## config.mk

```make
export PLATFORM = sky130hd
export DESIGN_NAME = tt_um_onehot_decoder
export DESIGN_NICKNAME = d
export VERILOG_FILES = /design/src/rtl/tt_um_onehot_decoder.sv
export SDC_FILE = /design/constraint.sdc
export NUM_CORES = 1
export LEC_CHECK = 0
export CORE_MARGIN = 2
export CORE_UTILIZATION = 45
export DETAILED_ROUTE_END_ITERATION = 16
export PLACE_DENSITY = 0.77
export SYNTH_ARGS = -nofsm -noshare
export SYNTH_HDL_FRONTEND = slang
export SYNTH_SLANG_ARGS = --single-unit
```

## constraint.sdc

```tcl
create_clock -name clk -period 5.75 [get_ports clk]
set_input_delay 0.8625 -clock clk [delete_from_list [all_inputs] [get_ports clk]]
set_output_delay 0.8625 -clock clk [all_outputs]
set_load 0.005 [all_outputs]
```

## src/rtl/tt_um_onehot_decoder.sv

```systemverilog
// Registered 3-to-8 decoder. It produces a one-hot or thermometer pattern from a loaded
// index, and it can hold that index or sweep it up/down at a programmable rate.
module tt_um_onehot_decoder (
  input  logic       clk,
  input  logic       rst_n,
  input  logic       ena,
  input  logic [7:0] ui_in,
  output logic [7:0] uo_out,
  input  logic [7:0] uio_in,
  output logic [7:0] uio_out,
  output logic [7:0] uio_oe
);

  typedef enum logic [1:0] {
    IDLE  = 2'd0,
    HOLD  = 2'd1,
    SWEEP = 2'd2
  } state_t;

  logic [7:0] sync1, sync2;
  logic       strobe_d;

  state_t     state, state_n;
  logic [2:0] idx, idx_n;
  logic [3:0] cnt, cnt_n;

  logic [2:0] code_s;
  logic       strobe_s, run_s, dir_s, mode_s, clear_s, load_pulse;
  logic [3:0] period;
  logic       valid;
  logic [7:0] onehot;

  // ena and the upper uio_in bits have no function in this tile.
  logic unused_ok;
  assign unused_ok = &{1'b0, ena, uio_in[7:4]};

  // The period is quasi-static: it only changes outside SWEEP, so it needs no synchroniser.
  assign period     = uio_in[3:0];
  assign code_s     = sync2[2:0];
  assign strobe_s   = sync2[3];
  assign run_s      = sync2[4];
  assign dir_s      = sync2[5];
  assign mode_s     = sync2[6];
  assign clear_s    = sync2[7];
  assign load_pulse = strobe_s & ~strobe_d;

  // NOTE: use non-blocking (<=) in clocked blocks. Every flop then samples the
  // pre-edge value, and the chain behaves as a real shift register.
  always_ff @(posedge clk or negedge rst_n) begin
    if (!rst_n) begin
      sync1    <= '0;
      sync2    <= '0;
      strobe_d <= 1'b0;
    end else begin
      sync1    <= ui_in;
      sync2    <= sync1;
      strobe_d <= strobe_s;
    end
  end

  always_ff @(posedge clk or negedge rst_n) begin
    if (!rst_n) begin
      state <= IDLE;
      idx   <= '0;
      cnt   <= '0;
    end else begin
      state <= state_n;
      idx   <= idx_n;
      cnt   <= cnt_n;
    end
  end

  // NOTE: every signal driven here gets a default value first, so no path leaves
  // a signal unassigned and no latch is inferred.
  always_comb begin
    state_n = state;
    idx_n   = idx;
    cnt_n   = cnt;
    if (clear_s) begin
      state_n = IDLE;
      idx_n   = '0;
      cnt_n   = '0;
    end else if (load_pulse) begin
      idx_n   = code_s;
      cnt_n   = '0;
      state_n = run_s ? SWEEP : HOLD;
    end else begin
      unique case (state)
        HOLD: begin
          if (run_s) begin
            state_n = SWEEP;
            cnt_n   = '0;
          end
        end
        SWEEP: begin
          if (!run_s) begin
            state_n = HOLD;
            cnt_n   = '0;
          end else if (cnt >= period) begin
            // >= rather than == lets a mid-count decrease of P take effect at once.
            idx_n = dir_s ? idx + 3'd1 : idx - 3'd1;
            cnt_n = '0;
          end else begin
            cnt_n = cnt + 4'd1;
          end
        end
        default: ;
      endcase
    end
  end

  // Thermometer = (onehot << 1) - 1 in 8 bits. For idx=7 the shift wraps to 0, which gives 8'hFF.
  assign valid   = (state != IDLE);
  assign onehot  = 8'd1 << idx;
  assign uo_out  = !valid ? 8'h00 : (mode_s ? ({onehot[6:0], 1'b0} - 8'd1) : onehot);
  assign uio_out = {valid, idx, 4'b0000};
  assign uio_oe  = 8'hF0;

endmodule

```

==> results of run 1 <==
-- cell usage after synthesis --
cell type | instances | share of area
sky130_fd_sc_hd__nor3_1 | 3 | 0.011
sky130_fd_sc_hd__dfrtp_1 | 26 | 0.46
sky130_fd_sc_hd__o22a_1 | 1 | 0.0062
sky130_fd_sc_hd__clkbuf_1 | 2 | 0.0053
sky130_fd_sc_hd__nand2b_1 | 2 | 0.0089
sky130_fd_sc_hd__o21ai_0 | 4 | 0.014
sky130_fd_sc_hd__inv_1 | 11 | 0.029
sky130_fd_sc_hd__fa_1 | 1 | 0.014
sky130_fd_sc_hd__nor2_1 | 13 | 0.035
sky130_fd_sc_hd__a32o_1 | 1 | 0.0071
sky130_fd_sc_hd__a211oi_1 | 5 | 0.027
sky130_fd_sc_hd__ha_1 | 9 | 0.080
sky130_fd_sc_hd__a21oi_1 | 5 | 0.018
sky130_fd_sc_hd__nor3_4 | 1 | 0.012
sky130_fd_sc_hd__a22oi_1 | 1 | 0.0053
sky130_fd_sc_hd__a221o_2 | 1 | 0.0080
sky130_fd_sc_hd__mux2i_1 | 2 | 0.014
sky130_fd_sc_hd__a31oi_1 | 2 | 0.0089
sky130_fd_sc_hd__buf_2 | 2 | 0.0071
sky130_fd_sc_hd__nand3_1 | 1 | 0.0036
sky130_fd_sc_hd__o21a_1 | 2 | 0.011
sky130_fd_sc_hd__buf_4 | 13 | 0.069
sky130_fd_sc_hd__or3_1 | 1 | 0.0045
sky130_fd_sc_hd__a2111oi_4 | 1 | 0.020
sky130_fd_sc_hd__o211a_1 | 1 | 0.0071
sky130_fd_sc_hd__a21boi_1 | 1 | 0.0053
sky130_fd_sc_hd__mux2_2 | 1 | 0.0080
sky130_fd_sc_hd__nor4_1 | 1 | 0.0045
sky130_fd_sc_hd__xor2_1 | 2 | 0.012
sky130_fd_sc_hd__xnor2_1 | 3 | 0.019
sky130_fd_sc_hd__and4bb_2 | 1 | 0.0089
sky130_fd_sc_hd__conb_1 | 2 | 0.0053
sky130_fd_sc_hd__and2b_1 | 2 | 0.011
sky130_fd_sc_hd__nand2_1 | 8 | 0.021
sky130_fd_sc_hd__buf_1 | 1 | 0.0027
sky130_fd_sc_hd__nor2b_1 | 1 | 0.0045
sky130_fd_sc_hd__nand2b_4 | 1 | 0.0098
-- worst max-delay path, delay by kind of cell, from the launching register on --
family,cells,cell delay (ps)
AOI/OAI and AO/OA,1,180
and+or+nand+nor,3,760
DFF,1,520
muxes,1,290
buffers and inverters,1,510
xor gates and xnor gates,1,90
adders and majority gates,1,230
-- flip-flops by register name, indices dropped and copies added (netlist names) --
name	count
state	2
sync1	8
sync2	8
strobe_d	1
idx	3
cnt	4
-- per-layer routing --
layer | vias up | track usage | wire (um)
met5 | - | 0 | 0
met4 | 0 | 0.07302 | 52
met3 | 6 | 0.03030 | 112
met2 | 32 | 0.2438 | 1185
met1 | 451 | 0.1713 | 947
li1 | 470 | - | -
-- worst paths after layout --
check | slack, ps | cells after the start | end
worst min-delay path | 360 | 0 | sync2[4]$_DFF_PN0_
max in group asynchronous | 3970 | 1 | sync2[1]$_DFF_PN0_
worst min register to register | 360 | 0 | sync2[4]$_DFF_PN0_
min in group asynchronous | 1130 | 1 | sync1[4]$_DFF_PN0_
worst max-delay path | 2010 | 8 | uo_out[5]
worst max register to register | 3790 | 7 | cnt[2]$_DFFE_PN0P_
-- stage by stage --
step	std cells	cell area [um^2]	util	worst slack, ps
after detailed placement	185	1617	0.5383	2365
after global placement	185	1617	0.5383	2433
final	188	1639	0.5458	2013
after global routing	188	1639	0.5458	1846
after CTS	188	1639	0.5458	1998
after floorplan	145	1444	-	2929
-- cells by family (layout without fill, tap and decap cells) --
family,count (synthesis),after routing,share of synthesized area
AOI/OAI and AO/OA,25,25,0.1370
adders and majority gates,10,10,0.09431
muxes,3,3,0.02224
and+or+nand+nor,35,35,0.1335
DFF,26,26,0.4626
other,2,12,0.005340
buffers and inverters,29,39,0.1139
xor gates and xnor gates,5,5,0.03114
-- power breakdown --
group          total, mW  leakage, nW  internal, mW  switching, mW
Combinational     0.0751        0.402        0.0391         0.0360
Sequential         0.201        0.321         0.192        0.00930
Clock             0.0717       0.0138        0.0244         0.0473
Total              0.348        0.737         0.255         0.0925
-- cell type report --
cell class | instances | share of cell area
clock buffer | 3 | 0.01374
multi-input combinational | 90 | 0.3863
timing repair buffer | 25 | 0.1527
sequential | 26 | 0.3969
inverter | 11 | 0.02519
tap | 33 | 0.02519
-- layout by cell type, fill, tap and decap left out, types with 4 or more instances in the layout --
cell type / instances
sky130_fd_sc_hd__ha_1: 9
sky130_fd_sc_hd__a21oi_1: 5
sky130_fd_sc_hd__inv_1: 11
sky130_fd_sc_hd__nand2_1: 8
sky130_fd_sc_hd__conb_1: 12
sky130_fd_sc_hd__clkdlybuf4s50_1: 25
sky130_fd_sc_hd__o21ai_0: 4
sky130_fd_sc_hd__nor2_1: 13
sky130_fd_sc_hd__a211oi_1: 5
sky130_fd_sc_hd__dfrtp_1: 26
==> metrics.txt, run 1 <==
outcome finished, final reports clean; Setup crit end kind output port; worst setup skew after layout 6.375 ps; drt drc 0; GRT overflow 0; Storage cell area 650.6 um^2; Hold Startpoint sync1[4]$_DFF_PN0_; Distinct cells, synth 37; number of inserted diodes 0; Core ar. 3003 um^2; root buf cell sky130_fd_sc_hd__clkbuf_4; deepest clock path buffer count 2; synthesized area 1406 um^2; count of nets left with antenna violations after detail routing 0; count of hold-fix buffers inserted at cts 0; final HPWL from detailed placement 1782 um; startpoint type of the worst setup path flop; 1st-pass router iterations 4; max-slew headroom at the worst pin 0.2708; number of I/O pins 43; global-route usage over all layers 0.1439; highest achievable clock rate 267.6 MHz; clock buffer count from CTS 3; fraction of final layout cells with drive strength greater than 1 0.05806; share of the cycle needed by the critical path after routing 0.6499; post-CTS setup buffer count 0; detailed-route wire length per cell 12.22 um; antenna violations before repair 0; count of vias placed by the detailed router 959; Crit Path Category reg2out; Die Y-Extent 59.91 um; required time at the endpoint of the critical path 4890 ps; clock latency reported for the late side of the worst-skew pair 300 ps; slowest stage cell on the critical path sky130_fd_sc_hd__dfrtp_1; LEAKAGE 0.7366 nW; first element of the critical path idx[1]$_DFFE_PN0P_; Max-cap violations 0; Resized cells post-CTS 0; input/output buffers 25; clock slew seen by the registers of the worst setup and hold paths 130 ps; Worst Path Max Fanout 10; Worst Tran Pin Value 1090 ps; via count of the first global-routing pass 894; Critical Path AT 2870 ps; Reg-to-Reg Start cnt[0]$_DFFE_PN0P_; power density normalized to cell area 212.1 nW/um^2; setup violation total in the final timing report 0; worst hold margin 363.1 ps; standard-cell rows 20; total power of the final layout 347.7 uW; register area share after synthesis 0.4626; average size of a mapped cell 10.42 um^2; worst voltage drop across the vdd grid 0.1496 mV; number of inserted filler cells in the final layout 266; H-tree level count 1; cells after synthesis 135; die area 3589 um^2; unrepaired setup endpoints after global routing no; footprint of the multi-input gates 633.1 um^2; wire length of the first global-routing pass 3815 um; CP max stage delay 520 ps; vias per inst 5.101; Num Clock Sinks 26; area delta synth->final 16.55%; WL final 2298 um; number of nets in the layout 186; setup_tns 0 ps; pin count of the biggest net entering global routing 27; die extent in x 59.91 um; number of failing hold endpoints at the final stage 0; class of the worst hold path reg2reg; initial core utilization 0.4683; max-slew violations 0; violation count after the first detailed-routing iteration 15; routability congestion estimate 0.8136; Syn. warnings 0; final period demand of the worst path 3737 ps; clock tree from TritonCTS yes; number of register bits inferred by synthesis 26; worst path cell trace or3_1, ha_1, and2b_1, xnor2_1, mux2_2, o22a_1, nor2_1, clkdlybuf4s50_1
Power figures use the tool's default switching activity.
==> run 2, diff against run 1 <==
--- a/config.mk
+++ b/config.mk
@@ -6,9 +6,9 @@
 export NUM_CORES = 1
 export LEC_CHECK = 0
 export CORE_MARGIN = 2
-export CORE_UTILIZATION = 45
+export CORE_UTILIZATION = 42
 export DETAILED_ROUTE_END_ITERATION = 16
-export PLACE_DENSITY = 0.77
+export PLACE_DENSITY = 0.76
 export SYNTH_ARGS = -nofsm -noshare
 export SYNTH_HDL_FRONTEND = slang
 export SYNTH_SLANG_ARGS = --single-unit
==> constraint.sdc (replaced) <==
create_clock -name clk -period 3.1 [get_ports clk]
set_input_delay 0.465 -clock clk [delete_from_list [all_inputs] [get_ports clk]]
set_output_delay 0.465 -clock clk [all_outputs]
set_load 0.005 [all_outputs]
==> metrics.txt, run 2 (same netlist as run 1, synthesis figures left out) <==
pin count of the biggest net entering global routing 27 (unchanged); post-detailed-placement cell area 1655 um^2 (was 1617 um^2); filler-free cell count of the finished design 207 (was 188); number of inserted diodes 0 (unchanged); setup violation total in the final timing report 0 (unchanged); routability congestion estimate 0.8426 (was 0.8136); CP max stage delay 440 ps (was 520 ps); die extent in x 61.87 um (was 59.91 um); registers with the most flip-flops sync1 (8), sync2 (8), cnt (4) (unchanged); clock slew seen by the registers of the worst setup and hold paths 130 ps (about the same); number of I/O pins 43 (unchanged); global-route usage over all layers 0.1217 (was 0.1439); cell type group with the largest total delay on the critical path buffers and inverters (was simple AND/OR/NAND/NOR gates); number of inserted filler cells in the final layout 299 (was 266); clock tree from TritonCTS yes (unchanged); max-slew headroom at the worst pin 0.6137 (was 0.2708); final period demand of the worst path 2853 ps; violation count after the first detailed-routing iteration 39 (was 15); detailed-route wire length per cell 10.27 um (was 12.22 um); Max-cap violations 0 (unchanged); input/output buffers 25 (unchanged); clock latency reported for the late side of the worst-skew pair 310 ps (was 300 ps); Crit Path Category reg2out (unchanged); startpoint type of the worst setup path flop (unchanged); die area 3827 um^2 (was 3589 um^2); setup_tns 0 ps (unchanged); placed instance count 201 (was 185); share of the cycle needed by the critical path after routing 0.9203; root buf cell sky130_fd_sc_hd__clkbuf_4 (unchanged); 1st-pass router iterations 4 (unchanged); H-tree level count 1 (unchanged); count of nets left with antenna violations after detail routing 0 (unchanged); worst voltage drop across the vdd grid 0.2655 mV (was 0.1496 mV); count of vias placed by the detailed router 963 (was 959); count of hold-fix buffers inserted at cts 0 (unchanged); outcome finished, final reports clean (unchanged); finished layout cell area 1733 um^2 (was 1639 um^2); GRT overflow 0 (unchanged); unrepaired setup endpoints after global routing no (unchanged); Core ar. 3284 um^2 (was 3003 um^2); number of nets in the layout 191 (was 186); power density normalized to cell area 428.7 nW/um^2 (was 212.1 nW/um^2); Num Clock Sinks 26 (unchanged); leading cell types in the layout, fill and taps excluded sky130_fd_sc_hd__dfrtp_1, sky130_fd_sc_hd__clkdlybuf4s50_1, sky130_fd_sc_hd__nor2_1, sky130_fd_sc_hd__conb_1, sky130_fd_sc_hd__inv_1 (unchanged); required time at the endpoint of the critical path 2630 ps (was 4890 ps); area delta synth->final 23.22% (was 16.55%); worst path cell trace buf_4, nor2_2, nand2_1, ha_2, and2b_1, xnor2_1, nor2_1, a31oi_1, nor2_1, clkdlybuf4s50_1 (was or3_1, ha_1, and2b_1, xnor2_1, mux2_2, o22a_1, nor2_1, clkdlybuf4s50_1); Setup crit end kind output port (unchanged); max-slew violations 0 (unchanged); Bufs and invs on worst path 2 (was 1); worst setup skew after layout 4.435 ps (was 6.375 ps); cell occurring most often along the worst timing path sky130_fd_sc_hd__nor2_1; vias per inst 4.652 (was 5.101); via count of the first global-routing pass 871 (was 894); antenna violations before repair 0 (unchanged); fraction of final layout cells with drive strength greater than 1 0.1180 (was 0.05806); wire length of the first global-routing pass 3484 um (was 3815 um); LEAKAGE 0.7786 nW (was 0.7366 nW); final HPWL from detailed placement 1674 um (was 1782 um); clock buffer count from CTS 3 (unchanged); commonest non-fill, non-tap cell in the layout sky130_fd_sc_hd__dfrtp_1 (unchanged); class of the worst hold path reg2reg (unchanged); WL final 2126 um (was 2298 um); highest achievable clock rate 350.5 MHz; standard-cell rows 21 (was 20); Die Y-Extent 61.87 um (was 59.91 um); initial core utilization 0.4282 (was 0.4683); drt drc 0 (unchanged); slowest stage cell on the critical path sky130_fd_sc_hd__clkdlybuf4s50_1 (was sky130_fd_sc_hd__dfrtp_1); Critical Path AT 2390 ps (was 2870 ps); number of failing hold endpoints at the final stage 0 (unchanged); deepest clock path buffer count 2 (unchanged); total power of the final layout 742.9 uW (was 347.7 uW); Worst Path Max Fanout 9 (was 10); Worst Tran Pin Value 578.2 ps (was 1090 ps)
[run 2: cell types whose count changed in the layout (fill, tap and decap cells not counted), sizes merged]
cell,before,now
bufinv,0,1
buf,0,5
clkdlybuf4s50,25,24
dlygate4sd2,0,1
[run 2: metrics by stage]
stage                     hold WS [ps]  worst slack (ps)    util
final                            363.0             247.0  0.5276
after CTS                        366.3             219.6  0.5276
after detailed placement         335.5             209.3  0.5040
after global routing             371.9             26.28  0.5276
after global placement           331.8             280.2  0.5040
after floorplan                  169.4             676.7       -
[run 2: cell type report]
| class | instances | area, um^2 | share of cell area |
|---|---|---|---|
| clock buffers | 3 | 22.52 | 0.01300 |
| clock inverters | 1 | 30.03 | 0.01733 |
| inverters | 11 | 41.29 | 0.02383 |
| multi-input cells | 90 | 643.1 | 0.3711 |
| flip-flops and latches | 26 | 651.9 | 0.3762 |
| well taps | 46 | 57.56 | 0.03321 |
| repair buffers | 30 | 286.5 | 0.1653 |
[run 2: worst paths after layout]
kind,start,endpoint,slack [ps],depth (start not counted)
hold / removal,sync1[2]$_DFF_PN0_,sync2[2]$_DFF_PN0_,360,0
min in group asynchronous,rst_n,sync2[2]$_DFF_PN0_,490,2
hold reg to reg,sync1[2]$_DFF_PN0_,sync2[2]$_DFF_PN0_,360,0
setup / recovery,idx[1]$_DFFE_PN0P_,uo_out[3],250,10
max in group asynchronous,rst_n,idx[2]$_DFFE_PN0P_,2360,2
setup reg to reg,cnt[0]$_DFFE_PN0P_,cnt[2]$_DFFE_PN0P_,1170,7
[run 2: per-layer routing]
layer | GRT usage | routed length, um
met4 | 0.08815 | 27
met3 | 0.01242 | 126
met2 | 0.1955 | 1022
met1 | 0.1527 | 948
met5 | 0 | 0
[run 2: worst reg2reg max path: cells and delay by family, from the launching register on]
kind | cells | cell delay (ps)
flops | 1 | 440
simple gates | 2 | 380
buf+inv | 1 | 60
compound gates | 3 | 740
fa+ha+maj | 1 | 270
[run 2: repair_timing]
| item | 4_1_cts | 5_1_grt |
|---|---|---|
| buffers inserted | 2 | 0 |
| setup endpoints to repair | 1 | 0 |
| resized for setup | 5 | 0 |
[run 2: power breakdown]
group,internal [mW],switching [mW],leakage [nW],total (mW)
combinational,0.0795,0.0729,0.432,0.152
sequential,0.356,0.0111,0.319,0.367
clock,0.131,0.0931,0.0279,0.224
total,0.566,0.177,0.779,0.743
==> run 3, diff against run 2 <==
--- a/config.mk
+++ b/config.mk
@@ -9,6 +9,8 @@
 export CORE_UTILIZATION = 42
 export DETAILED_ROUTE_END_ITERATION = 16
 export PLACE_DENSITY = 0.76
+export SETUP_SLACK_MARGIN = 0.3
+export SKIP_CTS_REPAIR_TIMING = 1
 export SYNTH_ARGS = -nofsm -noshare
 export SYNTH_HDL_FRONTEND = slang
 export SYNTH_SLANG_ARGS = --single-unit
==> metrics.txt, run 3 (same netlist as run 1, synthesis figures left out) <==
outcome finished, final reports clean (unchanged); number of nets in the layout 193 (was 191); vias per inst 4.722 (was 4.652); count of nets left with antenna violations after detail routing 0 (unchanged); leading cell types in the layout, fill and taps excluded sky130_fd_sc_hd__dfrtp_1, sky130_fd_sc_hd__clkdlybuf4s50_1, sky130_fd_sc_hd__nor2_1, sky130_fd_sc_hd__conb_1, sky130_fd_sc_hd__inv_1 (unchanged); final HPWL from detailed placement 1674 um (unchanged); R2R depth 7 (unchanged); filler-free cell count of the finished design 209 (was 207); area delta synth->final 25.44% (was 23.22%); footprint of the multi-input gates 650.6 um^2 (was 643.1 um^2); wire length of the first global-routing pass 3470 um (was 3484 um); pin count of the biggest net entering global routing 27 (unchanged); worst voltage drop across the vdd grid 0.2654 mV (was 0.2655 mV); Worst Path Max Fanout 6 (was 9); WL final 2211 um (was 2126 um); fraction of final layout cells with drive strength greater than 1 0.1350 (was 0.1180); pre-CTS worst setup slack 209.3 ps (unchanged); Max-cap violations 0 (unchanged); violation count after the first detailed-routing iteration 31 (was 39); Setup crit end kind output port (unchanged); final period demand of the worst path 2761 ps (was 2853 ps); setup_tns 0 ps (unchanged); final core utilization 0.5371 (was 0.5276); standard-cell rows 21 (unchanged); Core ar. 3284 um^2 (unchanged); clock tree from TritonCTS yes (unchanged); detailed-route wire length per cell 10.58 um (was 10.27 um); clock buffer count from CTS 3 (unchanged); placed instance count 201 (unchanged); Crit Path Category reg2out (unchanged); count of vias placed by the detailed router 987 (was 963); startpoint type of the worst setup path flop (unchanged); total number of cells along the worst setup path 8 (was 10); Num Clock Sinks 26 (unchanged); clock slew seen by the registers of the worst setup and hold paths 130 ps (about the same); Worst Tran Pin Value 578.2 ps (about the same); Critical Path AT 2300 ps (was 2390 ps); CP max stage delay 460 ps (was 440 ps); capture instance of the worst register-to-register path cnt[2]$_DFFE_PN0P_ (unchanged); clock latency reported for the late side of the worst-skew pair 310 ps (about the same); routability congestion estimate 0.8426 (unchanged); max-slew violations 0 (unchanged); number of I/O pins 43 (unchanged); Reg-to-Reg Start cnt[0]$_DFFE_PN0P_ (unchanged); deepest clock path buffer count 2 (unchanged); Storage cell area 651.9 um^2 (unchanged); number of inserted filler cells in the final layout 299 (unchanged); number of inserted diodes 0 (unchanged); number of failing hold endpoints at the final stage 0 (unchanged); unrepaired setup endpoints after global routing yes (was no); antenna violations before repair 0 (unchanged); final worst setup slack 339.0 ps (was 247.0 ps); max-slew headroom at the worst pin 0.6137 (unchanged); initial core utilization 0.4282 (unchanged); LEAKAGE 0.8423 nW (was 0.7786 nW); setup violation total in the final timing report 0 (unchanged); worst path cell trace or3_4, ha_2, and2b_1, xnor2_2, mux2_2, o22a_1, nor2_1, dlymetal6s2s_1 (was buf_4, nor2_2, nand2_1, ha_2, and2b_1, xnor2_1, nor2_1, a31oi_1, nor2_1, clkdlybuf4s50_1); global-route usage over all layers 0.1213 (was 0.1217); cell type group with the largest total delay on the critical path simple AND/OR/NAND/NOR gates (was buffers and inverters); H-tree level count 1 (unchanged); 1st-pass router iterations 4 (unchanged); required time at the endpoint of the critical path 2630 ps (about the same); via count of the first global-routing pass 848 (was 871); Bufs and invs on worst path 1 (was 2); power density normalized to cell area 424.5 nW/um^2 (was 428.7 nW/um^2); die area 3827 um^2 (unchanged); critical path capture point uo_out[5] (was uo_out[3]); root buf cell sky130_fd_sc_hd__clkbuf_4 (unchanged); GRT overflow 0 (unchanged); first element of the critical path idx[2]$_DFFE_PN0P_ (was idx[1]$_DFFE_PN0P_); worst hold margin 363.0 ps (about the same); Die Y-Extent 61.87 um (unchanged); worst setup skew after layout 4.583 ps (was 4.435 ps); input/output buffers 25 (unchanged); slowest stage cell on the critical path sky130_fd_sc_hd__dfrtp_2 (was sky130_fd_sc_hd__clkdlybuf4s50_1); commonest non-fill, non-tap cell in the layout sky130_fd_sc_hd__dfrtp_1 (unchanged); share of the cycle needed by the critical path after routing 0.8907 (was 0.9203); setup slack of the most critical reg-to-reg path 1170 ps (about the same); die extent in x 61.87 um (unchanged); highest achievable clock rate 362.2 MHz (was 350.5 MHz); registers with the most flip-flops sync1 (8), sync2 (8), cnt (4) (unchanged); drt drc 0 (unchanged); class of the worst hold path reg2reg (unchanged)
[run 3: worst min path at each step]
stage	start	end	cells after the start
floorplan	rst_n	cnt[0]$_DFFE_PN0P_	0
detailed placement	sync1[5]$_DFF_PN0_	sync2[5]$_DFF_PN0_	0
CTS	sync1[5]$_DFF_PN0_	sync2[5]$_DFF_PN0_	0
global route	sync1[5]$_DFF_PN0_	sync2[5]$_DFF_PN0_	0
finish	sync1[2]$_DFF_PN0_	sync2[2]$_DFF_PN0_	0
global placement	sync1[4]$_DFF_PN0_	sync2[4]$_DFF_PN0_	0
[run 3: layout make-up]
class                   instances  area share
inverters                      11     0.02340
clock inverters                 1     0.01702
clock buffers                   3     0.01277
well taps                      46     0.03262
flip-flops and latches         26      0.3695
multi-input cells              90      0.3688
repair buffers                 32      0.1759
[run 3: per-layer routing]
metal	GRT usage	part of all wire
met5	0	0
met3	0.01242	0.063
met2	0.1955	0.49
met4	0.07903	0.020
met1	0.1554	0.43
[run 3: power breakdown]
group / total (mW) / switching [mW] / internal [mW]
Clock: 0.224 / 0.0931 / 0.131
Sequential: 0.367 / 0.0116 / 0.356
Combinational: 0.158 / 0.0747 / 0.0831
[run 3: worst register-to-register path, cell delays in order (launching register included)]
cell                        delay [ps]
sky130_fd_sc_hd__dfrtp_1           440
sky130_fd_sc_hd__inv_1              60
sky130_fd_sc_hd__ha_1              270
sky130_fd_sc_hd__nand2b_4          150
sky130_fd_sc_hd__a2111oi_4         390
sky130_fd_sc_hd__o21a_1            250
sky130_fd_sc_hd__and4bb_2          230
sky130_fd_sc_hd__a221o_2           100
[run 3: metrics by stage]
step	cell area (um^2)	total power, mW
floorplan	1444	0.4701
global placement	1655	0.5146
detailed placement	1655	0.5212
CTS	1708	0.7484
global route	1764	0.7931
finish	1764	0.7489
